**config.mk**
```make
export PLATFORM = sky130hd
export DESIGN_NAME = serial_alu_seq
export DESIGN_NICKNAME = d
export VERILOG_FILES = /design/src/rtl/serial_alu_pkg.sv /design/src/rtl/alu_bit_slice.sv /design/src/rtl/serial_alu_seq.sv
export SDC_FILE = /design/constraint.sdc
export NUM_CORES = 1
export LEC_CHECK = 0
export ABC_AREA = 1
export CAP_MARGIN = 10
export CELL_PAD_IN_SITES_DETAIL_PLACEMENT = 0
export CELL_PAD_IN_SITES_GLOBAL_PLACEMENT = 1
export CORE_MARGIN = 2
export CORE_UTILIZATION = 35
export DETAILED_ROUTE_END_ITERATION = 10
export PLACE_DENSITY_LB_ADDON = 0.1
export SYNTH_ARGS = -nofsm -noshare
export SYNTH_HDL_FRONTEND = slang
export SYNTH_HIERARCHICAL = 1
export SYNTH_SLANG_ARGS = --single-unit
```
**constraint.sdc**
```tcl
create_clock -name clk -period 2.3 [get_ports clk]
set_input_delay 0.23 -clock clk [delete_from_list [all_inputs] [get_ports clk]]
set_output_delay 0.23 -clock clk [all_outputs]
set_load 0.02 [all_outputs]
```
**src/rtl/serial_alu_pkg.sv**
```systemverilog
// Shared definitions for the bit-serial ALU: default width, opcodes, FSM states
// and the captured command control fields.
package serial_alu_pkg;

  localparam int unsigned WIDTH_DEF = 8;

  localparam logic [1:0] OP_AND = 2'b00;
  localparam logic [1:0] OP_OR  = 2'b01;
  localparam logic [1:0] OP_ADD = 2'b10;
  localparam logic [1:0] OP_SLT = 2'b11;

  typedef enum logic [1:0] {
    ST_IDLE = 2'b00,
    ST_RUN  = 2'b01,
    ST_DONE = 2'b10
  } state_e;

  typedef struct packed {
    logic       a_inv;
    logic       b_inv;
    logic [1:0] op;
  } ctrl_t;

endpackage

```
**src/rtl/alu_bit_slice.sv**
```systemverilog
// One-bit ALU slice: optional operand inversion, then AND / OR / full-add.
module alu_bit_slice
  import serial_alu_pkg::*;
(
  input  logic       a,
  input  logic       b,
  input  logic       a_inv,
  input  logic       b_inv,
  input  logic [1:0] op,
  input  logic       cin,
  output logic       out,
  output logic       cout
);

  logic ai;
  logic bi;

  always_comb begin
    ai   = a ^ a_inv;
    bi   = b ^ b_inv;
    out  = 1'b0;
    cout = 1'b0;
    case (op)
      OP_AND:  out = ai & bi;
      OP_OR:   out = ai | bi;
      default: begin
        out  = ai ^ bi ^ cin;
        cout = (ai & bi) | (ai & cin) | (bi & cin);
      end
    endcase
  end

endmodule

```
**src/rtl/serial_alu_seq.sv**
```systemverilog
// Bit-serial ALU: processes one operand bit per clock LSB first through a
// single slice and carry flop, then presents the result with valid/ready.
module serial_alu_seq
  import serial_alu_pkg::*;
#(
  parameter int unsigned WIDTH = WIDTH_DEF
) (
  input  logic             clk,
  input  logic             rst_n,
  input  logic             in_valid,
  output logic             in_ready,
  input  logic [WIDTH-1:0] a_in,
  input  logic [WIDTH-1:0] b_in,
  input  logic             a_inv,
  input  logic             b_inv,
  input  logic [1:0]       op,
  output logic             out_valid,
  input  logic             out_ready,
  output logic [WIDTH-1:0] result,
  output logic             carry_out,
  output logic             overflow,
  output logic             zero
);

  localparam int unsigned CNT_W = (WIDTH > 1) ? $clog2(WIDTH) : 1;
  localparam logic [CNT_W-1:0] CNT_LAST = CNT_W'(WIDTH - 1);

  state_e           state_q, state_d;
  logic [WIDTH-1:0] a_q, a_d;
  logic [WIDTH-1:0] b_q, b_d;
  ctrl_t            ctrl_q, ctrl_d;
  logic [CNT_W-1:0] cnt_q, cnt_d;
  logic             carry_q, carry_d;
  logic             msb_cin_q, msb_cin_d;
  logic [WIDTH-1:0] sr_q, sr_d;
  logic             in_ready_q, in_ready_d;
  logic             out_valid_q, out_valid_d;
  logic [WIDTH-1:0] result_q, result_d;
  logic             carry_out_q, carry_out_d;
  logic             overflow_q, overflow_d;
  logic             zero_q, zero_d;

  logic             slice_out_c;
  logic             slice_cout_c;
  logic             ovf_c;
  logic             is_arith_c;
  logic [WIDTH-1:0] final_res_c;

  alu_bit_slice u_slice (
    .a     (a_q[cnt_q]),
    .b     (b_q[cnt_q]),
    .a_inv (ctrl_q.a_inv),
    .b_inv (ctrl_q.b_inv),
    .op    (ctrl_q.op),
    .cin   (carry_q),
    .out   (slice_out_c),
    .cout  (slice_cout_c)
  );

  // Final flags: carry register holds MSB carry-out once RUN completes.
  always_comb begin
    is_arith_c  = ctrl_q.op[1];
    ovf_c       = msb_cin_q ^ carry_q;
    final_res_c = sr_q;
    if (ctrl_q.op == OP_SLT) begin
      final_res_c = {{(WIDTH-1){1'b0}}, sr_q[WIDTH-1] ^ ovf_c};
    end
  end

  always_comb begin
    state_d     = state_q;
    a_d         = a_q;
    b_d         = b_q;
    ctrl_d      = ctrl_q;
    cnt_d       = cnt_q;
    carry_d     = carry_q;
    msb_cin_d   = msb_cin_q;
    sr_d        = sr_q;
    out_valid_d = out_valid_q;
    result_d    = result_q;
    carry_out_d = carry_out_q;
    overflow_d  = overflow_q;
    zero_d      = zero_q;

    case (state_q)
      ST_IDLE: begin
        if (in_valid && in_ready_q) begin
          a_d          = a_in;
          b_d          = b_in;
          ctrl_d.a_inv = a_inv;
          ctrl_d.b_inv = b_inv;
          ctrl_d.op    = op;
          carry_d      = b_inv;
          cnt_d        = '0;
          sr_d         = '0;
          state_d      = ST_RUN;
        end
      end
      ST_RUN: begin
        sr_d    = {slice_out_c, sr_q[WIDTH-1:1]};
        carry_d = slice_cout_c;
        if (cnt_q == CNT_LAST) begin
          msb_cin_d = carry_q;
          state_d   = ST_DONE;
        end else begin
          cnt_d = cnt_q + CNT_W'(1);
        end
      end
      ST_DONE: begin
        // First DONE cycle latches the result; later cycles wait for the consumer.
        if (!out_valid_q) begin
          out_valid_d = 1'b1;
          result_d    = final_res_c;
          carry_out_d = is_arith_c & carry_q;
          overflow_d  = is_arith_c & ovf_c;
          zero_d      = (final_res_c == '0);
        end else if (out_ready) begin
          out_valid_d = 1'b0;
          cnt_d       = '0;
          state_d     = ST_IDLE;
        end
      end
      default: begin
        out_valid_d = 1'b0;
        state_d     = ST_IDLE;
      end
    endcase

    in_ready_d = (state_d == ST_IDLE);
  end

  always_ff @(posedge clk or negedge rst_n) begin
    if (!rst_n) begin
      state_q     <= ST_IDLE;
      a_q         <= '0;
      b_q         <= '0;
      ctrl_q      <= '0;
      cnt_q       <= '0;
      carry_q     <= 1'b0;
      msb_cin_q   <= 1'b0;
      sr_q        <= '0;
      in_ready_q  <= 1'b0;
      out_valid_q <= 1'b0;
      result_q    <= '0;
      carry_out_q <= 1'b0;
      overflow_q  <= 1'b0;
      zero_q      <= 1'b0;
    end else begin
      state_q     <= state_d;
      a_q         <= a_d;
      b_q         <= b_d;
      ctrl_q      <= ctrl_d;
      cnt_q       <= cnt_d;
      carry_q     <= carry_d;
      msb_cin_q   <= msb_cin_d;
      sr_q        <= sr_d;
      in_ready_q  <= in_ready_d;
      out_valid_q <= out_valid_d;
      result_q    <= result_d;
      carry_out_q <= carry_out_d;
      overflow_q  <= overflow_d;
      zero_q      <= zero_d;
    end
  end

  assign in_ready  = in_ready_q;
  assign out_valid = out_valid_q;
  assign result    = result_q;
  assign carry_out = carry_out_q;
  assign overflow  = overflow_q;
  assign zero      = zero_q;

endmodule

```
==> results.toml, run 1 <==
[yosys]
yosys_most_used_dff = "dfrtp_1"
synth_area_leaders = "dfrtp_1 54%, nand2_1 19%, o21ai_0 4.9%, inv_1 3.7%, nor2_1 2.7%"
synth-edff-count = 0
postSynth.asyncResetShare_pct = 100
netlist_top_cells_count = "110 x nand2_1, 48 x dfrtp_1, 22 x inv_1, 22 x o21ai_0, 16 x nor2_1"
syn-instance-count = 265
yosysWarnings = 6
synth_nets = 294
synth_area_per_cell_sq_um = 8.40
synth.distinct_cells = 23
synth-seq-cells = 48
syn_area_sq_um = 2230
yosysTopAreaCell = "dfrtp_1"
synth-seq-area-share_pct = 53.9
synth_most_common_cell = "nand2_1"
synth_top_area_share_pct = 53.9

[placed_design]
dp_hpwl_um = 3310
portBuffers = 36
finalWeightedCongestion = 0.785
place_ws_ns = -0.0127

[timing]
fin_worst_skew_ns = 0.00993
final.setup.tns_ns = 0
worst_pin_slew_ns = 0.506
finalCritPeriodShare_pct = 93.3
hold_ws_ns = 0.429
finalSetupViolCount = 0
clock.fmax_ghz = 0.466
finalHoldViolCount = 0
setup_slack_ns = 0.154
period_needed_ns = 2.15
slew_headroom_pct = 66.3
maxSlewViolCount = 0

[critical_path]
reg2regPathDepth = 13
end_kind = "flop"
reg2reg_from = "cnt_q[0]"
reg2reg_setup_slack_ns = 0.15
cp_slowest_cell = "dfrtp_2"
crit_chain = "buf_4, nor2_1, nor2_1, o21ai_0, o21ai_0, nand2_1, nand2_1, xnor2_2, fa_1, or2_1, nand2_1, nand2_1, o21ai_0"
r2r-end = "sr_q[7]"
cpPeakStageDelay_ns = 0.44
worstPathArrival_ns = 2.36
crit_path_frequent_cell = "nand2_1"
critPathKind = "reg2reg"
crit_path_max_fanout = 5
startpoint = "cnt_q[0]"
cp-start-kind = "flop"
required_ns = 2.52

[route]
first_pass_iters = 4
via_per_inst = 4.51
wirelength_um = 4440
avgRoutedWirePerCell_um = 11.5
initialDrtViolationCount = 67
vias = 1746
ant_nets = 0
drc = 0

[die]
num_rows = 29
io_pins = 37
start_util_pct = 35.7
die_area_sq_um = 7020
die_x_um = 83.8
core-area_sq_um = 6240
die_h_um = 83.8

[clock_network]
cts_root_buffer = "clkbuf_8"
htreeDepth = 2
numCtsBuffers = 5
cts_tree = "done"
clk_path_buf_depth = 2
cts.sinks = 48
clk_latency_ns = 0.30
cts.clk_slew.worst_paths_ns = 0.09

[final_layout]
fin_nets = 338
regArea_sq_um = 1200
drive_gt1_share_pct = 9.35
area_growth_pct = 25.6
multi_input_area_sq_um = 897
diodes = 0
fill_cells = 657

[job]
drv_cap = 0

[grt]
grt-ovfl-total = 0
first_global_vias = 1759
track_usage_pct = 13.4
grt_pass1_wl_um = 7730
grt_start_max_net_pins = 24
antenna_found_initial = 0

[power]
p_leak_nw = 1.38
finalPower_mw = 3.69
ir_drop_v = 0.000442
p_per_area_nw_per_um2 = 1320

[worst_hold_path]
hp-class = "in2async"

[status]
status = "finished clean"
[kinds of logic after synthesis]
| family | count (synthesis) | share of synthesized area (%) |
|---|---|---|
| adders and majority gates | 5 | 3.15 |
| DFF | 48 | 53.9 |
| buffers and inverters | 32 | 6.57 |
| and+or+nand+nor | 141 | 25.8 |
| xor gates and xnor gates | 2 | 0.787 |
| AOI/OAI and AO/OA | 37 | 9.78 |
[how the worst max path moves through the flow]
| stage | end | slack (ns) | depth (start not counted) |
|---|---|---|---|
| floorplan | sr_q[7] | 0.23 | 13 |
| global placement | sr_q[7] | 0.07 | 11 |
| detailed placement | sr_q[7] | -0.01 | 11 |
| CTS | sr_q[7] | 0.09 | 11 |
| global route | sr_q[7] | -0.006 | 13 |
| finish | sr_q[7] | 0.15 | 13 |
[cell type report]
| type | count | share of cell area, % |
|---|---|---|
| timing repair buffer | 44 | 14.9 |
| sequential | 48 | 43.0 |
| clock buffer | 8 | 3.22 |
| tap | 77 | 3.44 |
| multi-input combinational | 185 | 32.1 |
| inverter | 25 | 3.35 |
[power by group]
part | internal [mW] | switching [mW]
Clock | 0.246 | 0.272
Sequential | 1.19 | 0.262
Combinational | 0.773 | 0.941
Total | 2.21 | 1.47
[worst max-delay path: cells and delay by family (launching register included)]
kind                       cells  cell delay (ns)
xor gates and xnor gates       1             0.18
AOI/OAI and AO/OA              3             0.24
buffers and inverters          1             0.15
and+or+nand+nor                7             0.62
adders and majority gates      1             0.43
DFF                            1             0.44
[per-layer routing]
metal / global-route usage [%] / part of all wire, %
met1: 15.9 / 46
met2: 24.6 / 50
met3: 2.37 / 3.3
met4: 4.40 / 0.77
met5: 0 / 0
[metrics by stage]
step	cells	utilization (%)	cell area (sq um)
finish	387	44.8	2800
global route	387	44.8	2800
CTS	384	44.2	2760
detailed placement	375	42.6	2660
global placement	375	42.6	2660
floorplan	265	-	2230
[registers in the layout, indices dropped and copies added, names as in the netlist]
name / cells
a_q: 8
b_q: 8
carry_out: 1
carry_q: 1
cnt_q: 3
ctrl_q: 4
in_ready: 1
msb_cin_q: 1
out_valid: 1
overflow: 1
result: 8
sr_q: 8
state_q: 2
zero: 1
[layout by cell type, fill, tap and decap left out, drive strengths merged]
cell / n
o22ai: 7
clkbuf: 8
nand3: 10
ha: 4
or2: 1
inv: 25
clkdlybuf4s50: 35
xnor2: 2
nor3: 1
nand2: 112
o31ai: 4
o211ai: 1
o21ai: 25
fa: 1
nor2: 17
dlygate4sd3: 1
dfrtp: 48
buf: 8
[what timing repair did]
action                                 CTS  global route
endpoints found under the hold margin   21             0
hold buffers                             1             0
pin swaps                                0             1
gates resized for setup                  1             4
setup endpoints to repair                1             1
buffers inserted                         0             3
(Power assumes the default switching activity.)
==> inputs of run 2 (changes only) <==
Settings changed: CORE_UTILIZATION 35 to 39, HOLD_SLACK_MARGIN set to 0.05.
==> results.toml, run 2 (synthesis results as in run 1) <==
[clock_network]
numCtsBuffers = 5
postCtsHoldBufs = 0
clk_path_buf_depth = 2
cts_tree = "done"
cts_root_buffer = "clkbuf_8"
htreeDepth = 2
cts.sinks = 48
clk_latency_ns = 0.30
cts.clk_slew.worst_paths_ns = 0.09

[power]
p_per_area_nw_per_um2 = 1310
finalPower_mw = 3.61
p_leak_nw = 1.36
ir_drop_v = 0.000479

[final_layout]
diodes = 0
final_cell_mix = "110 x nand2_1, 47 x dfrtp_1, 35 x clkdlybuf4s50_1"
drive_gt1_share_pct = 8.50
instances_no_fill = 378
fill_cells = 565
multi_input_area_sq_um = 895
layout_commonest_cell = "nand2_1"
fin_nets = 335
area_growth_pct = 23.5
regArea_sq_um = 1200

[die]
num_rows = 27
io_pins = 37
core-area_sq_um = 5510
die_h_um = 79.6
die_area_sq_um = 6330
start_util_pct = 40.4
die_x_um = 79.6

[grt]
grt-ovfl-total = 0
grt_start_max_net_pins = 40
grt_pass1_wl_um = 7960
first_global_vias = 1757
track_usage_pct = 16.4
antenna_found_initial = 0

[timing]
slew_headroom_pct = 42.4
maxSlewViolCount = 0
finalCritPeriodShare_pct = 91.6
finalHoldViolCount = 0
fin_worst_skew_ns = 0.00824
setup_slack_ns = 0.193
finalSetupViolCount = 0
period_needed_ns = 2.11
rsz0062_at_grt = "false"
worst_pin_slew_ns = 0.864
clock.fmax_ghz = 0.475

[route]
ant_nets = 0
first_pass_iters = 4
avgRoutedWirePerCell_um = 11.8
via_per_inst = 4.69
drc = 0
vias = 1772
wirelength_um = 4450
initialDrtViolationCount = 61

[placed_design]
dp_cells = 369
dp_hpwl_um = 3260
finalWeightedCongestion = 0.762
place_ws_ns = -0.0602
portBuffers = 36

[critical_path]
required_ns = 2.53
reg2regPathDepth = 13
critPathKind = "reg2reg"
crit_path_max_fanout = 8
cp-start-kind = "flop"
end_kind = "flop"
worstPathArrival_ns = 2.33

[job]
drv_cap = 0

[worst_hold_path]
hp-class = "in2async"

[status]
status = "finished clean"
[run 2: cell count changes in the layout (fill, tap and decap cells not counted), sizes merged]
cell and change:
buf -2, clkinv +1, dlygate4sd3 -1, clkbuf -2
[run 2: final cells by class]
| cell class | instances | area share, % |
|---|---|---|
| sequential | 48 | 43.7 |
| multi-input combinational | 185 | 32.5 |
| timing repair buffer | 41 | 14.3 |
| inverter | 25 | 3.41 |
| tap | 72 | 3.27 |
| clock buffer | 6 | 2.64 |
| clock inverter | 1 | 0.182 |
[run 2: final timing paths]
kind | start | endpoint | slack, ns
worst max register to register | cnt_q[0] | sr_q[7] | 0.19
worst min register to register | b_q[1] | b_q[1] | 0.48
worst max-delay path | cnt_q[0] | sr_q[7] | 0.19
min in group clk | a_in[5] | a_q[5] | 0.46
worst min-delay path | rst_n | result[2] | 0.04
max in group asynchronous | rst_n | a_q[1] | 1.59
[run 2: per-layer routing]
| layer | track usage, % | vias up | share of wire (%) |
|---|---|---|---|
| met2 | 28.8 | 33 | 51 |
| met5 | 0 | - | 0 |
| met3 | 3.73 | 5 | 3.5 |
| li1 | - | 913 | - |
| met1 | 19.3 | 821 | 44 |
| met4 | 6.21 | 0 | 1.5 |
[run 2: report_power, final]
group	leakage (nW)	total [mW]	switching [mW]	internal, mW
Clock	0.0410	0.481	0.274	0.207
Combinational	0.705	1.66	0.920	0.740
Sequential	0.613	1.47	0.275	1.19
[run 2: through the flow]
stage,instance area (sq um),util (%),hold WS (ns),setup TNS (ns)
after floorplan,2230,-,-0.0656,0
after global placement,2640,48.0,0.404,0
after detailed placement,2640,48.0,0.402,-0.0602
after CTS,2720,49.4,0.0686,0
after global routing,2750,50.0,0.110,0
final,2750,50.0,0.0379,0
[run 2: worst max-delay path: stages (launching register included)]
cell     delay (ns)
dfrtp_2        0.46
buf_4          0.15
nor2_1         0.09
nor2_1         0.04
o21ai_0        0.07
o21ai_0        0.10
nand2_1        0.06
nand2_1        0.08
xnor2_2        0.17
fa_1           0.42
or2_1          0.22
nand2_1        0.06
nand2_1        0.04
o21ai_0        0.06
[run 2: timing repair]
item | in CTS | in global routing
gates cloned | 0 | 0
endpoints found under the setup margin | 1 | 1
setup buffers | 0 | 2
resized for setup | 1 | 4
==> inputs of run 3 (changes only) <==
Settings changed: SLEW_MARGIN set to 0.
==> results of run 3 <==
No change in the layout: final DEF, timing and power equal those of run 2.
